**config.mk**
```make
export PLATFORM = sky130hd
export DESIGN_NAME = chargen_fifo_writer
export DESIGN_NICKNAME = d
export VERILOG_FILES = /design/src/rtl/chargen_fifo_writer.sv
export SDC_FILE = /design/constraint.sdc
export NUM_CORES = 1
export LEC_CHECK = 0
export ABC_AREA = 1
export BUFFER_PORTS_ARGS = -buffer_cell sky130_fd_sc_hd__buf_2
export CORE_ASPECT_RATIO = 0.5
export CORE_UTILIZATION = 62
export CTS_CLUSTER_SIZE = 8
export DETAILED_ROUTE_END_ITERATION = 7
export HOLD_SLACK_MARGIN = 0.15
export PLACE_DENSITY = 0.83
export SYNTH_ARGS = -nofsm -noshare
export SYNTH_HDL_FRONTEND = slang
export SYNTH_SLANG_ARGS = --single-unit
```
**constraint.sdc**
```tcl
create_clock -name clk -period 2.48 [get_ports clk]
set_input_delay 0.248 -clock clk [delete_from_list [all_inputs] [get_ports clk]]
set_output_delay 0.248 -clock clk [all_outputs]
set_load 0.05 [all_outputs]
```
**src/rtl/chargen_fifo_writer.sv**
```systemverilog
// Character-generator producer: streams rotating printable-ASCII lines into a byte FIFO under n_full backpressure.
// Line terminator is CR LF when CHARGEN_CR_EN is defined, LF only otherwise.
module chargen_fifo_writer #(
  parameter int         LINE_LEN   = 72,
  parameter logic [7:0] FIRST_CHAR = 8'h20,
  parameter logic [7:0] LAST_CHAR  = 8'h7E
) (
  input  logic        clk,
  input  logic        n_rst,
  input  logic        n_en,
  input  logic        n_full,
  output logic        n_wr,
  output logic [7:0]  wr_data,
  output logic        n_busy,
  output logic [15:0] lines_done
);

  localparam int COL_W = (LINE_LEN > 1) ? $clog2(LINE_LEN) : 1;
  localparam logic [COL_W-1:0] COL_LAST = COL_W'(LINE_LEN - 1);

  typedef enum logic [1:0] {
    S_IDLE = 2'd0,
    S_CHAR = 2'd1,
`ifdef CHARGEN_CR_EN
    S_CR   = 2'd3,
`endif
    S_LF   = 2'd2
  } state_t;

  state_t           state_q, state_d;
  logic [COL_W-1:0] col_q, col_d;
  logic [7:0]       cur_char_q, cur_char_d;
  logic [7:0]       line_start_q, line_start_d;
  logic [15:0]      lines_done_q, lines_done_d;
  logic             acc;

  function automatic logic [7:0] next_char(input logic [7:0] c);
    return (c == LAST_CHAR) ? FIRST_CHAR : 8'(c + 8'd1);
  endfunction

  always_comb begin
    state_d      = state_q;
    col_d        = col_q;
    cur_char_d   = cur_char_q;
    line_start_d = line_start_q;
    lines_done_d = lines_done_q;
    acc          = (state_q != S_IDLE) && n_full;
    n_wr         = ~acc;
    n_busy       = (state_q == S_IDLE);
    wr_data      = 8'h00;

    case (state_q)
      S_IDLE: begin
        if (!n_en) begin
          state_d    = S_CHAR;
          cur_char_d = line_start_q;
          col_d      = '0;
        end
      end
      S_CHAR: begin
        wr_data = cur_char_q;
        if (acc) begin
          col_d      = COL_W'(col_q + 1'b1);
          cur_char_d = next_char(cur_char_q);
          if (col_q == COL_LAST) begin
`ifdef CHARGEN_CR_EN
            state_d = S_CR;
`else
            state_d = S_LF;
`endif
          end
        end
      end
`ifdef CHARGEN_CR_EN
      S_CR: begin
        wr_data = 8'h0D;
        if (acc) state_d = S_LF;
      end
`endif
      S_LF: begin
        wr_data = 8'h0A;
        if (acc) begin
          lines_done_d = lines_done_q + 16'd1;
          line_start_d = next_char(line_start_q);
          col_d        = '0;
          // n_en is only honoured here, so a stop always lands on a line boundary
          if (!n_en) begin
            state_d    = S_CHAR;
            cur_char_d = next_char(line_start_q);
          end else begin
            state_d = S_IDLE;
          end
        end
      end
      default: state_d = S_IDLE;
    endcase
  end

  always_ff @(posedge clk) begin
    if (!n_rst) begin
      state_q      <= S_IDLE;
      col_q        <= '0;
      cur_char_q   <= FIRST_CHAR;
      line_start_q <= FIRST_CHAR;
      lines_done_q <= 16'd0;
    end else begin
      state_q      <= state_d;
      col_q        <= col_d;
      cur_char_q   <= cur_char_d;
      line_start_q <= line_start_d;
      lines_done_q <= lines_done_d;
    end
  end

  assign lines_done = lines_done_q;

endmodule
```
* After elaboration in Yosys (flattened, before gate mapping)
Index checks and enable logic that the tools add are counted.
Storage, ports and cells: bits in registers 41, bits of input ports 4, output and inout bits 26, word-level logic and storage cells 46
Cells by class: $add $sub $neg 4, equal/unequal tests 10, muxes and demuxes 18, bitwise logic cells 1, reductions and logical operators 8
Operator list (number):
- $mux W8 | 6
- $pmux W8 S3 | 1
- $mux W7 | 3
- $pmux W7 S3 | 1
- $add A16 B1 Y16 const B | 1
- $add A8 B1 Y8 const B | 2
- $eq A8 B7 Y1 const B | 2
- $pmux W8 S2 | 1
- $ne A2 B2 Y1 const B | 5
- $mux W2 | 4
- $reduce_and A4 Y1 | 2
- $add A7 B1 Y7 const B | 1
- $eq A7 B7 Y1 const B | 1
- $pmux W2 S3 | 1
- $reduce_and A5 Y1 | 1
- $reduce_bool A3 Y1 | 1
- $eq A2 B1 Y1 const B | 1
- $eq A2 B2 Y1 const B | 1
- $logic_not A2 Y1 | 1
- $reduce_and A2 Y1 | 1
- $reduce_bool A2 Y1 | 1
- $logic_and A1 B1 Y1 | 1
- $mux W1 | 1
- $not A1 Y1 | 1

* Depth between registers and ports, before layout
Gate-level depths: netlist (run 1).
depth after elaboration 5, mapped depth 12, mapped depth without buffers 11

* Worst setup path before layout (run 1)
No wires, ideal clock.
kind reg-to-output, start register state_q[0], end output port wr_data[3], arrival time 1.817 ns, data required time 2.232 ns, slack 0.415 ns, cell stages (with the launch flop) 6, cell sequence dfxtp_1 inv_1 ha_1 clkbuf_1 nand2_1 a21oi_1
Between the ends: word-level cells in the longest chain between the ends 2
Ends and longest elaborated chain:
- from (decl) | RTL line 30 | state_t state_q, state_d;
- from (signal assigned) | RTL line 107 | state_q <= state_d;
- $eq A2 B2 Y1 or $eq A2 B1 Y1 (tied branches) | RTL line 52 | case (state_q)
- $pmux W8 S2 * | RTL line 52
- to (decl) | RTL line 13 | output logic [7:0] wr_data,
Mark *: on every way between the ends. The rest lies on a longest branch, timed or not.

* Worst setup path in the final report (run 1)
start register state_q[1], end output port wr_data[3]
The elaborated chain is that of the path after synthesis.

==> results of run 1 <==
==> critical path: cells and delay by family, from the launching register on <==
| family | cells | cell delay, ns |
|---|---|---|
| compound gates | 1 | 0.14 |
| fa+ha+maj | 1 | 0.45 |
| buf+inv | 3 | 0.58 |
| flops | 1 | 0.33 |
| simple gates | 2 | 0.22 |
==> sequential cells by signal, summed over array words and instances (netlist names) <==
signal        count
col_q             7
cur_char_q        8
line_start_q      8
lines_done       16
state_q           2
==> path summary, 6_finish.rpt <==
path / startpoint / endpoint / depth (start not counted) / slack (ns)
max: state_q[1]$_SDFFE_PN0P_ / wr_data[3] / 7 / 0.22
min: n_rst / line_start_q[5]$_SDFFE_PN1P_ / 2 / 0.33
max reg2reg: state_q[0]$_SDFFE_PN0P_ / col_q[4]$_SDFFE_PN0P_ / 9 / 0.41
min reg2reg: col_q[6]$_SDFFE_PN0P_ / col_q[6]$_SDFFE_PN0P_ / 2 / 0.49
==> cells in the mapped netlist (5+ instances only) <==
cell type | instances | area [um^2]
a211oi_1 | 6 | 45.0
a21oi_1 | 30 | 150
clkbuf_1 | 5 | 18.8
dfxtp_1 | 41 | 821
ha_1 | 10 | 125
inv_1 | 53 | 199
nand2_1 | 91 | 342
nand3_1 | 27 | 135
nand4_1 | 6 | 37.5
nor2_1 | 39 | 146
nor3_1 | 10 | 50.1
o21ai_0 | 18 | 90.1
==> area by class of cell <==
cell class              count  area share
repair buffers             29      0.0525
clock buffers               5      0.0249
clock inverters             2      0.0127
flip-flops and latches     41       0.297
inverters                  55      0.0747
well taps                  51      0.0231
multi-input cells         272       0.515
==> through the flow <==
step                area, um^2  instances  setup WS (ns)
floorplan                 2500        378          0.415
detailed placement        2660        448          0.448
CTS                       2770        455          0.237
finish                    2770        455          0.220
global route              2770        455         0.0619
global placement          2660        448          0.519
==> cells by family after synthesis <==
group	count (synthesis)	synth area share
simple gates	187	0.341
flops	41	0.328
buf+inv	65	0.102
xor+xnor	6	0.0210
fa+ha+maj	10	0.0500
compound gates	69	0.158
==> metal layers <==
| layer | global-route usage | vias up |
|---|---|---|
| li1 | - | 1281 |
| met1 | 0.392 | 1126 |
| met2 | 0.504 | 114 |
| met3 | 0.0777 | 9 |
| met4 | 0.0844 | 0 |
| met5 | 0 | - |
==> report_power, final <==
part,switching (W),internal (W)
logic,0.000955,0.000403
registers,0.000117,0.000752
clock network,0.000235,0.000293
total,0.00131,0.00145
==> key figures, run 1 <==
Status
  – Outcome: completed

Worst setup path
  – Critical path class: register to output pin
  – CP max FO: 11
  – Worst EP arrival: 2.01 ns
  – Crit-path slowest cell: ha_1
  – Crit end category: output pin
  – Data required, critical path: 2.23 ns
  – Worst path cell trace: inv_1 -> ha_1 -> inv_1 -> nand2_1 -> nand2_1 -> a21oi_1 -> buf_2
  – Critical path's largest stage delay: 0.45 ns
  – Crit start category: register

Routing
  – Vias: 2530
  – Highest Signal Layer: met4
  – DR DRC count: 0
  – DRT Wirelength: 5990 um
  – Met2 WL: 2600 um
  – Via density: 5.56
  – Wire length per cell: 13.2 um
  – Metal3 WL: 531 um
  – Routed met1 length: 2800 um
  – Antenna viol nets, final: 0
  – Pre-antenna DRT Iters: 5
  – Detailed Route Iter0 Violations: 185

Layout
  – FILL cells: 293
  – Final core occ: 0.759
  – Most common cell after layout, fill and taps aside: nand2_1
  – Ant diodes: 0
  – Share of cells above drive strength 1: 0.129
  – Most frequent cells in the layout: nand2_1, inv_1, dfxtp_1
  – Sequential cell area: 821 um^2
  – Nets: 418
  – Synth-to-layout area growth: 10.5%
  – Multi-input combinational cell area: 1430 um^2

Power and ir drop
  – Max VDD drop: 402 uV
  – PD cells: 997 nW/um^2
  – Total power: 0.00276 W
  – Lkg Pwr: 1.23 nW

Clocking
  – Clock root buffer master: clkbuf_8
  – CTS tree: built
  – Clock buffer depth: 2
  – CTS Buf Count: 5
  – Clk_lat worst skew: 0.29 ns
  – Htree depth: 2
  – Sinks on Clock Net: 41
  – Post-CTS setup buffer count: 0
  – # resized after CTS: 0
  – Clock slew at reported path FFs: 0.08 ns
  – CTS Hold Buffers Added: 0

Job
  – Max-cap violation count: 0

Placement
  – Port Buffers: 29
  – Routability cong.: 0.856
  – Hpwl dp: 4390 um

Floorplanning
  – Core Region: 3640 um^2
  – Die footprint: 4310 um^2
  – Row count: 15
  – Die Y-Extent: 46.9 um
  – IO Pins: 30
  – Chip Width: 91.8 um
  – Initial Utilization: 0.687

Timing
  – Setup TNS: 0 ns
  – Final Hold Vio Count: 0
  – Relative slew margins: 0.509
  – Max Clk Rate: 443 MHz
  – Tmin final: 2.26 ns
  – Worst-Margin Slew: 0.736 ns
  – Post-route clock period utilization: 0.911
  – Slew Viols, Final: 0
  – Hold slack final: 0.331 ns
  – Setup-failing EPs final: 0
  – Unrepaired setup endpoints after global routing: false
  – Clk_skew: 0.00569 ns

Logic synthesis
  – Synth warnings: 0
  – Post-synth net total: 392
  – Synth unique cells: 35
  – #FFs+latches synth: 41
  – Post-Syn Area per Cell: 6.62 um^2
  – Post-Syn Area: 2500 um^2
  – Async set or reset register ratio after synthesis: 0
  – Post-synth EDFFs: 0
  – Post-Synthesis Cells: 378
  – Seq/Total Area, Yosys: 0.328
  – Top_reg_cell synth: dfxtp_1

Hold path
  – Worst Hold Class: primary input to register

Global routing
  – Initial antenna violation count: 0
  – Largest net degree at the start of global routing: 21
  – Gr usage total: 0.298
  – First-pass GRT wire length: 9860 um
  – Vias in the first global route: 2178
  – Total grt overflow: 0
Power figures use the tool's default switching activity.
==> inputs of run 2 (changes only) <==
Settings changed: CORE_UTILIZATION 62 to 52, PLACE_DENSITY 0.83 to 0.74, REMOVE_ABC_BUFFERS set to 1, SETUP_SLACK_MARGIN set to 0.2.
Clock period 2.48 ns to 1.87 ns, I/O delays scaled along.
==> run 2 against run 1 <==
Cell count grew 9.0%. Wire length grew 11%. Combinational power is 82% higher. Non-clock buffer count rose by 24. First-iteration DRC count shrank 19%. Sequential cell count did not move.
==> key figures, run 2 (synthesis results as in run 1) <==
Status
  – Outcome: completed (unchanged)

Clocking
  – Clock buffer depth: 2 (unchanged)
  – Sinks on Clock Net: 41 (unchanged)
  – CTS tree: built (unchanged)
  – Clock root buffer master: clkbuf_8 (unchanged)
  – CTS Buf Count: 5 (unchanged)
  – Clock slew at reported path FFs: 0.08 ns (about the same)
  – Htree depth: 2 (unchanged)
  – Clk_lat worst skew: 0.30 ns (was 0.29 ns)

Routing
  – Vias: 2662 (was 2530)
  – Wire length per cell: 13.4 um (was 13.2 um)
  – DRT Wirelength: 6650 um (was 5990 um)
  – Detailed Route Iter0 Violations: 150 (was 185)
  – Via density: 5.37 (was 5.56)
  – DR DRC count: 0 (unchanged)
  – Pre-antenna DRT Iters: 5 (unchanged)
  – Antenna viol nets, final: 0 (unchanged)

Floorplanning
  – Die footprint: 5110 um^2 (was 4310 um^2)
  – IO Pins: 30 (unchanged)
  – Initial Utilization: 0.555 (was 0.687)
  – Die Y-Extent: 51.1 um (was 46.9 um)
  – Row count: 17 (was 15)
  – Core Region: 4510 um^2 (was 3640 um^2)
  – Chip Width: 100 um (was 91.8 um)

Hold path
  – Hold_sp: n_rst (unchanged)
  – Hold EP: line_start_q[5]$_SDFFE_PN1P_ (unchanged)
  – Worst Hold Class: primary input to register (unchanged)
  – Hold Path Depth: 2 (unchanged)

Global routing
  – First-pass GRT wire length: 10600 um (was 9860 um)
  – Total grt overflow: 0 (unchanged)
  – Vias in the first global route: 2411 (was 2178)
  – Largest net degree at the start of global routing: 21 (unchanged)
  – Gr usage total: 0.265 (was 0.298)
  – Initial antenna violation count: 0 (unchanged)

Layout
  – Most frequent cells in the layout: nand2_1, inv_1, dfxtp_1 (unchanged)
  – Finished Cell Area: 3120 um^2 (was 2770 um^2)
  – Most common cell after layout, fill and taps aside: nand2_1 (unchanged)
  – Nets: 443 (was 418)
  – Max FFs per register: 16 (unchanged)
  – Non-Filler Instances: 496 (was 455)
  – Ant diodes: 0 (unchanged)
  – Share of cells above drive strength 1: 0.244 (was 0.129)
  – Final core occ: 0.692 (was 0.759)
  – Synth-to-layout area growth: 24.6% (was 10.5%)

Timing
  – Slew Viols, Final: 0 (unchanged)
  – Setup-failing EPs final: 0 (unchanged)
  – Final Hold Vio Count: 0 (unchanged)
  – Clk_skew: 0.00875 ns (was 0.00569 ns)
  – Hold slack final: 0.256 ns (was 0.331 ns)
  – Worst-Margin Slew: 0.742 ns (was 0.736 ns)
  – Tmin final: 1.74 ns
  – Max Clk Rate: 575 MHz
  – Unrepaired setup endpoints after global routing: true (was false)
  – Relative slew margins: 0.504 (was 0.509)
  – Post-route clock period utilization: 0.930

Worst setup path
  – Worst r2r dst: cur_char_q[4]$_SDFFE_PN0P_ (was col_q[4]$_SDFFE_PN0P_)
  – Worst path cell trace: buf_4 -> ha_4 -> inv_4 -> nand2_2 -> nand2_2 -> a21oi_2 -> buf_6 (was inv_1 -> ha_1 -> inv_1 -> nand2_1 -> nand2_1 -> a21oi_1 -> buf_2)
  – Worst EP arrival: 1.55 ns (was 2.01 ns)
  – CP delay by family, top: flip-flops (was buffers and inverters)
  – CP max FO: 4 (was 11)
  – Worst path most repeated cell: nand2_2
  – Data required, critical path: 1.68 ns (was 2.23 ns)
  – Critical path class: register to output pin (unchanged)
  – Buf/Inv on CP: 3 (unchanged)
  – Reg2reg path depth: 11 (was 9)
  – R2r setup slk: 0.13 ns (was 0.41 ns)
  – FF-to-FF Start: state_q[0]$_SDFFE_PN0P_ (unchanged)
  – Crit start category: register (unchanged)
  – Crit end category: output pin (unchanged)
  – Crit-path slowest cell: dfxtp_4 (was ha_1)
  – Critical path's largest stage delay: 0.38 ns (was 0.45 ns)

Power and ir drop
  – PD cells: 1410 nW/um^2 (was 997 nW/um^2)
  – Lkg Pwr: 1.37 nW (was 1.23 nW)
  – Max VDD drop: 682 uV (was 402 uV)
  – Total power: 0.00439 W (was 0.00276 W)

Placement
  – Hpwl dp: 4470 um (was 4390 um)
  – Post-Place Cells: 474 (was 448)
  – Routability cong.: 0.928 (was 0.856)
  – Placed Instance Area: 2760 um^2 (was 2660 um^2)
  – Port Buffers: 29 (unchanged)

Job
  – Max-cap violation count: 0 (unchanged)
run 2: final cells by class:
cell class              instances  area (um^2)
inverters                      55          216
well taps                      66         82.6
flip-flops and latches         41          830
fillers                       421         1390
repair buffers                 53          353
multi-input cells             273         1520
clock inverters                 1         30.0
clock buffers                   7         86.3
run 2: worst register-to-register path, cell delays in order (launching register included):
cell	delay, ns
dfxtp_4	0.37
buf_4	0.14
ha_4	0.17
inv_4	0.08
nand2_1	0.09
nand2_2	0.11
nand2_2	0.08
nor2_4	0.17
nand2_4	0.13
a21oi_2	0.13
nand2_1	0.09
a21oi_2	0.12
run 2: through the flow:
step | setup WS, ns | TNS, ns
4_1_cts | 0.169 | 0
6_report | 0.131 | 0
5_1_grt | 0.0776 | 0
3_3_place_gp | 0.150 | 0
2_1_floorplan | -0.151 | -1.84
3_5_place_dp | 0.0784 | 0
run 2: timing repair:
item,4_1_cts,5_1_grt
pin swaps,3,14
hold buffers,0,0
buffers inserted,2,11
endpoints found under the setup margin,25,36
resized for setup,18,33
gates cloned,1,0
run 2: worst max-delay path by stage:
stage | from | end | cells past startpoint
finish | state_q[0]$_SDFFE_PN0P_ | wr_data[3] | 7
global route | state_q[0]$_SDFFE_PN0P_ | cur_char_q[4]$_SDFFE_PN0P_ | 11
CTS | state_q[1]$_SDFFE_PN0P_ | wr_data[3] | 7
detailed placement | state_q[0]$_SDFFE_PN0P_ | lines_done[14]$_SDFFE_PN0P_ | 10
global placement | state_q[0]$_SDFFE_PN0P_ | lines_done[14]$_SDFFE_PN0P_ | 10
floorplan | state_q[0]$_SDFFE_PN0P_ | col_q[4]$_SDFFE_PN0P_ | 10
run 2: per-layer routing:
metal / global-route usage / up-vias / routed length, um
li1: - / 1331 / -
met1: 0.333 / 1218 / 2970
met2: 0.447 / 93 / 3110
met3: 0.0520 / 20 / 401
met4: 0.126 / 0 / 176
met5: 0 / - / 0
run 2: where the power goes:
group	switching [W]	leakage, nW	total (W)	internal (W)
Sequential	0.000157	0.334	0.00117	0.00101
Clock	0.000308	0.0585	0.000743	0.000435
Combinational	0.00156	0.979	0.00248	0.000916
Total	0.00203	1.37	0.00439	0.00236
